`config.mk`:
```
export PLATFORM = sky130hd
export DESIGN_NAME = rv_multicycle_ctrl
export DESIGN_NICKNAME = d
export VERILOG_FILES = /design/src/rtl/rv_ctrl_pkg.sv /design/src/rtl/rv_multicycle_ctrl_ack_timer.sv /design/src/rtl/rv_multicycle_ctrl.sv
export SDC_FILE = /design/constraint.sdc
export NUM_CORES = 1
export LEC_CHECK = 0
export CAP_MARGIN = 20
export CORE_MARGIN = 1
export CORE_UTILIZATION = 55
export DETAILED_ROUTE_END_ITERATION = 16
export GPL_ROUTABILITY_DRIVEN = 0
export MAX_ROUTING_LAYER = met4
export PLACE_DENSITY_LB_ADDON = 0.25
export SLEW_MARGIN = 20
export SYNTH_ARGS = -nofsm -noshare
export SYNTH_HDL_FRONTEND = slang
export SYNTH_HIERARCHICAL = 1
export SYNTH_SLANG_ARGS = --single-unit
```
`constraint.sdc`:
```
create_clock -name clk -period 4.4 [get_ports clk]
set_input_delay 0.88 -clock clk [delete_from_list [all_inputs] [get_ports clk]]
set_output_delay 0.88 -clock clk [all_outputs]
set_load 0.02 [all_outputs]
```
`src/rtl/rv_ctrl_pkg.sv`:
```
// Opcodes, FSM state and datapath selector encodings shared by the RV32I
// multi-cycle controller and its ack timer.
package rv_ctrl_pkg;

  localparam logic [6:0] OP_R     = 7'd51;
  localparam logic [6:0] OP_I     = 7'd19;
  localparam logic [6:0] OP_ST    = 7'd35;
  localparam logic [6:0] OP_LUI   = 7'd55;
  localparam logic [6:0] OP_AUIPC = 7'd23;
  localparam logic [6:0] OP_JAL   = 7'd111;
  localparam logic [6:0] OP_JALR  = 7'd103;
  localparam logic [6:0] OP_LD    = 7'd3;
  localparam logic [6:0] OP_BR    = 7'd99;
  localparam logic [6:0] OP_SYS   = 7'd115;
  localparam logic [6:0] OP_NOP   = 7'd0;

  typedef enum logic [2:0] {
    ST_FETCH  = 3'd0,
    ST_DECODE = 3'd1,
    ST_EXEC   = 3'd2,
    ST_MEM    = 3'd3,
    ST_WB     = 3'd4,
    ST_HALT   = 3'd5
  } state_e;

  typedef enum logic [1:0] {PC_PLUS4 = 2'd0, PC_BRANCH = 2'd1, PC_JALR = 2'd2} pc_sel_e;
  typedef enum logic [1:0] {WB_ALU = 2'd0, WB_LOAD = 2'd1, WB_PC4 = 2'd2} wb_sel_e;
  typedef enum logic [1:0] {ALU_A_RS1 = 2'd0, ALU_A_PC = 2'd1, ALU_A_ZERO = 2'd2} alu_a_sel_e;
  typedef enum logic {ALU_B_RS2 = 1'b0, ALU_B_IMM = 1'b1} alu_b_sel_e;
  typedef enum logic [1:0] {ALU_ADD = 2'd0, ALU_FUNC = 2'd1, ALU_CMP = 2'd2} alu_op_sel_e;
  typedef enum logic [1:0] {
    TRAP_NONE    = 2'd0,
    TRAP_SYSTEM  = 2'd1,
    TRAP_ILLEGAL = 2'd2,
    TRAP_TIMEOUT = 2'd3
  } trap_cause_e;

  // Opcodes the controller sequences through to retirement; SYSTEM halts instead.
  function automatic logic is_exec_opcode(input logic [6:0] op);
    case (op)
      OP_R, OP_I, OP_ST, OP_LUI, OP_AUIPC, OP_JAL,
      OP_JALR, OP_LD, OP_BR, OP_NOP: is_exec_opcode = 1'b1;
      default:                       is_exec_opcode = 1'b0;
    endcase
  endfunction

endpackage

```
`src/rtl/rv_multicycle_ctrl_ack_timer.sv`:
```
// Memory-ack wait counter: counts cycles a request waits and flags the cycle
// in which the count would reach ACK_TIMEOUT without an ack.
module rv_ack_timer #(
  parameter int unsigned ACK_TIMEOUT = 255
) (
  input  logic clk,
  input  logic rst_n,
  input  logic wait_i,
  input  logic ack_i,
  output logic timeout_o
);

  localparam logic        ENABLED = (ACK_TIMEOUT != 32'd0);
  localparam int unsigned CW      = (ACK_TIMEOUT == 32'd0) ? 1 : $clog2(ACK_TIMEOUT + 32'd1);
  localparam logic [CW-1:0] LIMIT = (ACK_TIMEOUT == 32'd0) ? CW'(0) : CW'(ACK_TIMEOUT - 32'd1);

  logic [CW-1:0] cnt_q, cnt_d;

  // The count is zero whenever no request is waiting, so it starts clean on entry.
  always_comb begin
    if (ENABLED && wait_i && !ack_i) begin
      cnt_d = cnt_q + CW'(1);
    end else begin
      cnt_d = '0;
    end
  end

  always_ff @(posedge clk) begin
    if (!rst_n) begin
      cnt_q <= '0;
    end else begin
      cnt_q <= cnt_d;
    end
  end

  // An ack in the threshold cycle wins over the timeout.
  assign timeout_o = ENABLED && wait_i && !ack_i && (cnt_q == LIMIT);

endmodule

```
`src/rtl/rv_multicycle_ctrl.sv`:
```
// Multi-cycle RV32I control FSM: fetch, decode, execute, data access and
// writeback sequencing with memory handshakes, retire counting and halt traps.
module rv_multicycle_ctrl
  import rv_ctrl_pkg::*;
#(
  parameter logic [31:0] RESET_PC    = 32'h0000_0000,
  parameter int unsigned ACK_TIMEOUT = 255,
  parameter int unsigned CNT_W       = 32
) (
  input  logic             clk,
  input  logic             rst_n,
  input  logic [6:0]       opcode,
  input  logic             branch_taken,
  output logic             imem_req,
  input  logic             imem_ack,
  output logic             dmem_req,
  output logic             dmem_we,
  input  logic             dmem_ack,
  output logic             ir_we,
  output logic             pc_we,
  output logic [1:0]       pc_sel,
  output logic [1:0]       alu_a_sel,
  output logic             alu_b_sel,
  output logic [1:0]       alu_op_sel,
  output logic [1:0]       wb_sel,
  output logic             rf_we,
  output logic             halted,
  output logic [1:0]       trap_cause,
  output logic [CNT_W-1:0] instret
);

  if (RESET_PC[1:0] != 2'b00) begin : g_reset_pc_check
    $error("RESET_PC must be word aligned");
  end

  state_e           state_q, state_d;
  logic [6:0]       op_q, op_d;
  trap_cause_e      trap_q, trap_d;
  logic [CNT_W-1:0] instret_q, instret_d;
  logic             retire_s, wait_s, ack_s, timeout_s;
  logic             is_ld_s, is_st_s, is_br_s, is_jmp_s, is_nop_s;
  alu_a_sel_e       alu_a_s;
  alu_b_sel_e       alu_b_s;
  alu_op_sel_e      alu_op_s;
  pc_sel_e          pc_sel_s;
  wb_sel_e          wb_sel_s;

  assign is_ld_s  = (op_q == OP_LD);
  assign is_st_s  = (op_q == OP_ST);
  assign is_br_s  = (op_q == OP_BR);
  assign is_jmp_s = (op_q == OP_JAL) || (op_q == OP_JALR);
  assign is_nop_s = (op_q == OP_NOP);

  // Stray acks are masked off here so only the live handshake is seen.
  assign wait_s = (state_q == ST_FETCH) || (state_q == ST_MEM);
  assign ack_s  = ((state_q == ST_FETCH) && imem_ack) || ((state_q == ST_MEM) && dmem_ack);

  rv_ack_timer #(.ACK_TIMEOUT(ACK_TIMEOUT)) u_ack_timer (
    .clk       (clk),
    .rst_n     (rst_n),
    .wait_i    (wait_s),
    .ack_i     (ack_s),
    .timeout_o (timeout_s)
  );

  always_ff @(posedge clk) begin
    if (!rst_n) begin
      state_q   <= ST_FETCH;
      op_q      <= OP_NOP;
      trap_q    <= TRAP_NONE;
      instret_q <= '0;
    end else begin
      state_q   <= state_d;
      op_q      <= op_d;
      trap_q    <= trap_d;
      instret_q <= instret_d;
    end
  end

  always_comb begin
    state_d  = state_q;
    op_d     = op_q;
    trap_d   = trap_q;
    retire_s = 1'b0;
    case (state_q)
      ST_FETCH: begin
        if (imem_ack) begin
          state_d = ST_DECODE;
        end else if (timeout_s) begin
          state_d = ST_HALT;
          trap_d  = TRAP_TIMEOUT;
        end else begin
          state_d = ST_FETCH;
        end
      end
      ST_DECODE: begin
        op_d = opcode;
        if (opcode == OP_SYS) begin
          state_d = ST_HALT;
          trap_d  = TRAP_SYSTEM;
        end else if (!is_exec_opcode(opcode)) begin
          state_d = ST_HALT;
          trap_d  = TRAP_ILLEGAL;
        end else begin
          state_d = ST_EXEC;
        end
      end
      ST_EXEC: begin
        if (is_ld_s || is_st_s) begin
          state_d = ST_MEM;
        end else if (is_br_s || is_nop_s) begin
          state_d  = ST_FETCH;
          retire_s = 1'b1;
        end else begin
          state_d = ST_WB;
        end
      end
      ST_MEM: begin
        if (dmem_ack) begin
          state_d  = is_st_s ? ST_FETCH : ST_WB;
          retire_s = is_st_s;
        end else if (timeout_s) begin
          state_d = ST_HALT;
          trap_d  = TRAP_TIMEOUT;
        end else begin
          state_d = ST_MEM;
        end
      end
      ST_WB: begin
        state_d  = ST_FETCH;
        retire_s = 1'b1;
      end
      ST_HALT: state_d = ST_HALT;
      default: state_d = ST_FETCH;
    endcase
    if (retire_s) begin
      instret_d = instret_q + CNT_W'(1);
    end else begin
      instret_d = instret_q;
    end
  end

  // Selector values depend only on the latched opcode, so they stay put from EXEC through WB.
  always_comb begin
    alu_a_s  = ALU_A_RS1;
    alu_b_s  = ALU_B_RS2;
    alu_op_s = ALU_ADD;
    pc_sel_s = PC_PLUS4;
    wb_sel_s = WB_ALU;
    case (op_q)
      OP_R:     alu_op_s = ALU_FUNC;
      OP_I:     begin alu_b_s = ALU_B_IMM; alu_op_s = ALU_FUNC; end
      OP_LUI:   begin alu_a_s = ALU_A_ZERO; alu_b_s = ALU_B_IMM; end
      OP_AUIPC: begin alu_a_s = ALU_A_PC; alu_b_s = ALU_B_IMM; end
      OP_LD:    begin alu_b_s = ALU_B_IMM; wb_sel_s = WB_LOAD; end
      OP_ST:    alu_b_s = ALU_B_IMM;
      OP_BR: begin
        alu_op_s = ALU_CMP;
        if (branch_taken) begin
          pc_sel_s = PC_BRANCH;
        end else begin
          pc_sel_s = PC_PLUS4;
        end
      end
      OP_JAL:   begin pc_sel_s = PC_BRANCH; wb_sel_s = WB_PC4; end
      OP_JALR:  begin pc_sel_s = PC_JALR; wb_sel_s = WB_PC4; end
      default:  alu_a_s = ALU_A_RS1;
    endcase
  end

  always_comb begin
    imem_req   = 1'b0;
    dmem_req   = 1'b0;
    dmem_we    = 1'b0;
    ir_we      = 1'b0;
    pc_we      = 1'b0;
    pc_sel     = 2'd0;
    alu_a_sel  = 2'd0;
    alu_b_sel  = 1'b0;
    alu_op_sel = 2'd0;
    wb_sel     = 2'd0;
    rf_we      = 1'b0;
    halted     = 1'b0;
    if (rst_n) begin
      if ((state_q == ST_EXEC) || (state_q == ST_MEM) || (state_q == ST_WB)) begin
        pc_sel     = pc_sel_s;
        alu_a_sel  = alu_a_s;
        alu_b_sel  = alu_b_s;
        alu_op_sel = alu_op_s;
        wb_sel     = wb_sel_s;
      end else begin
        pc_sel = 2'd0;
      end
      case (state_q)
        ST_FETCH:  begin imem_req = 1'b1; ir_we = imem_ack; end
        ST_DECODE: ir_we = 1'b0;
        ST_EXEC:   pc_we = is_br_s || is_jmp_s || is_nop_s;
        ST_MEM:    begin dmem_req = 1'b1; dmem_we = is_st_s; pc_we = is_st_s && dmem_ack; end
        ST_WB:     begin rf_we = 1'b1; pc_we = !is_jmp_s; end
        ST_HALT:   halted = 1'b1;
        default:   halted = 1'b0;
      endcase
    end else begin
      halted = 1'b0;
    end
  end

  assign trap_cause = trap_q;
  assign instret    = instret_q;

endmodule

```
==> run summary <==
total power: 958 uW
WL final: 7190 um
Worst Path Arrival: 2920 ps
Yosys cell types: 64
post-route cell area: 3710 um^2
Die Wd: 75.5 um
worst min-delay path class: reg2reg
Synthesized Nets: 383
1st-pass router iterations: 5
clock root buffer: clkbuf_8
Clock Power Share: 32.4%
FFs w/ async S/R, synth: 0%
logic gate share of total power: 14.6%
PD cells: 258 nW/um^2
CTS tree: yes
I/O pins: 62
critical path's largest stage delay: 620 ps
WL/cell: 14.6 um
final setup fails: 0
largest net degree at the start of global routing: 36
Post-CTS Setup Inserts: 0
worst-path cell chain: clkdlybuf4s50_1, and4b_1, and4_2, a221oi_1, nor2_1, clkdlybuf4s50_1
post-CTS resize count: 0
Post-synth EDFFs: 0
Final Hold Vio Count: 0
MaxCap Viol Count: 0
die height: 75.5 um
worst-case clock buffer depth: 2
number of global-route vias before repair: 2609
YS warnings: 6
top cell type's share of synthesized area: 35.1%
Synth Register Bits: 52
Total Routing Usage GR: 27.3%
Fmax: 263 MHz
Flop pwr share: 53.0%
Post-Syn Area: 2970 um^2
P_leak: 0.00120 uW
CP required: 3520 ps
1st-iter DRT viols: 218
gr ovfl total: 0
Net Sw Power: 250 uW
switch share: 26.1%
Max IR drop VDD: 0.200 mV
Initial Util: 57.8%
Synth area leaders: dfxtp_1 (35%), a21oi_1 (5.2%), nor2_1 (4.7%)
n_diodes: 0
commonest cells after routing, fill and taps aside: clkdlybuf4s50_1 (61), dfxtp_1 (52), nor2_1 (37)
total number of vias: 3010
Internal: 708 uW
final worst path period need: 3800 ps
FP Rows: 26
Setup crit end kind: primary output
Rel. slew slack: 35.4%
Final HPWL DP: 5150 um
placed cell area: 3610 um^2
area delta synth->final: 24.9%
port bufs: 61
vias per cell: 6.13
crit-path most repeated cell: clkdlybuf4s50_1
Reg clk slew, reported paths: 80 ps
Die ar.: 5700 um^2
clock net sink count: 52
Core ar.: 5140 um^2
period utilisation layout: 86.3%
CP Launch Type: primary input
final net count: 437
share of post-route cells with drive strength above 1: 5.94%
Mapped Avg Cell Area: 8.07 um^2
CP max FO: 7
RSZ-0062 raised after global routing: no
fin. max-slew vios: 0
Post-Synthesis Cells: 368
Worst Skew: 10.5 ps
hold_buf cts: 0
first-pass GRT wire length: 11700 um
fill cell count: 445
outcome: finished clean
Skew-Pair Late Insertion Delay: 300 ps
dominant synthesized flop cell: dfxtp_1
initial antenna violation count: 0
setup TNS: 0 ps
post-synthesis sequential area ratio: 35.1%
most common library cell in the layout ignoring fill and taps: clkdlybuf4s50_1
DRC viols: 0
H-tree depth: 2
Critical Path Slowest Stage Cell: clkdlybuf4s50_1
number of routed nets with antenna violations: 0
leading area contributor after synthesis: dfxtp_1
Setup Crit Path Kind: in2out
CTS buffer count: 5
worst slew pin tran: 967 ps
-- state kept, by name, indices dropped and copies added (netlist names) --
register and count:
state_q 3, op_q 7, instret 32, u_ack_timer/cnt_q 8
trap_cause 2
-- synthesized netlist by cell type (3+ instances only) --
cell type and n:
dfxtp_1 52, nand2_1 30, nand2b_1 7, o31ai_1 9, buf_2 4, nand3b_1 3
mux2i_1 12, inv_1 10, nor2b_1 6, nor3b_1 5, o21ai_0 18, a21oi_1 31
ha_1 3, or4_1 8, and4_1 3, clkbuf_1 10, or3_1 13, nand4_1 15
xor2_1 4, and3_1 3, nor4_1 5, nand3_1 19, xnor2_1 4, nor3_1 9
a31oi_1 3, nor2_1 37
-- layer usage --
layer  vias up  share of wire [%]  GRT usage, %  wire, um
li1       1486                  -             -         -
met1      1421                 44          34.3      3190
met2        94                 49          45.1      3530
met3         9                5.4          3.70       386
met4         0                1.1          9.26        78
met5         -                  0             -         0
-- metrics by stage --
stage,setup slack [ps],util (%),hold WS [ps],cells
floorplan,1290,-,430,368
global placement,703,70.2,442,485
detailed placement,661,70.2,452,485
CTS,636,72.2,473,491
global route,504,72.2,505,491
finish,602,72.2,467,491
-- power groups by stage --
stage | registers [uW] | clock network, uW | logic, uW
finish | 508 | 310 | 140
global route | 510 | 333 | 155
CTS | 507 | 318 | 138
detailed placement | 517 | 0 | 137
global placement | 517 | 0 | 135
floorplan | 512 | 0 | 97.1
-- critical path: cells and delay by family --
| kind | cells | cell delay (ps) |
|---|---|---|
| buffers and inverters | 2 | 1230 |
| AO/OA/AOI/OAI | 1 | 70 |
| AND/OR/NAND/NOR | 3 | 740 |
-- area by class of cell --
cell class	instances	area, um^2	share of cell area (%)
clock inverter	1	30.0	0.810
timing repair buffer	64	633	17.1
sequential	52	1040	28.1
tap	70	87.6	2.36
multi-input combinational	288	1810	48.7
inverter	11	41.3	1.11
clock buffer	5	68.8	1.86
-- kinds of logic (layout without fill, tap and decap cells) --
kind of cell	count (synthesis)	count (layout)	synth area share, %
simple gates	182	182	35.7
compound gates	83	83	17.5
flops	52	52	35.1
buf+inv	28	81	4.09
mux	12	12	4.05
xor+xnor	8	8	2.36
fa+ha+maj	3	3	1.26
-- final timing paths --
kind	start	endpoint	slack, ps	cells past startpoint
hold reg to reg	u_ack_timer/cnt_q[0]	u_ack_timer/cnt_q[0]	470	1
hold / removal	u_ack_timer/cnt_q[0]	u_ack_timer/cnt_q[0]	470	1
setup reg to reg	state_q[0]	trap_cause[0]	1790	9
setup / recovery	dmem_ack	pc_we	600	6
(Power assumes the default switching activity.)
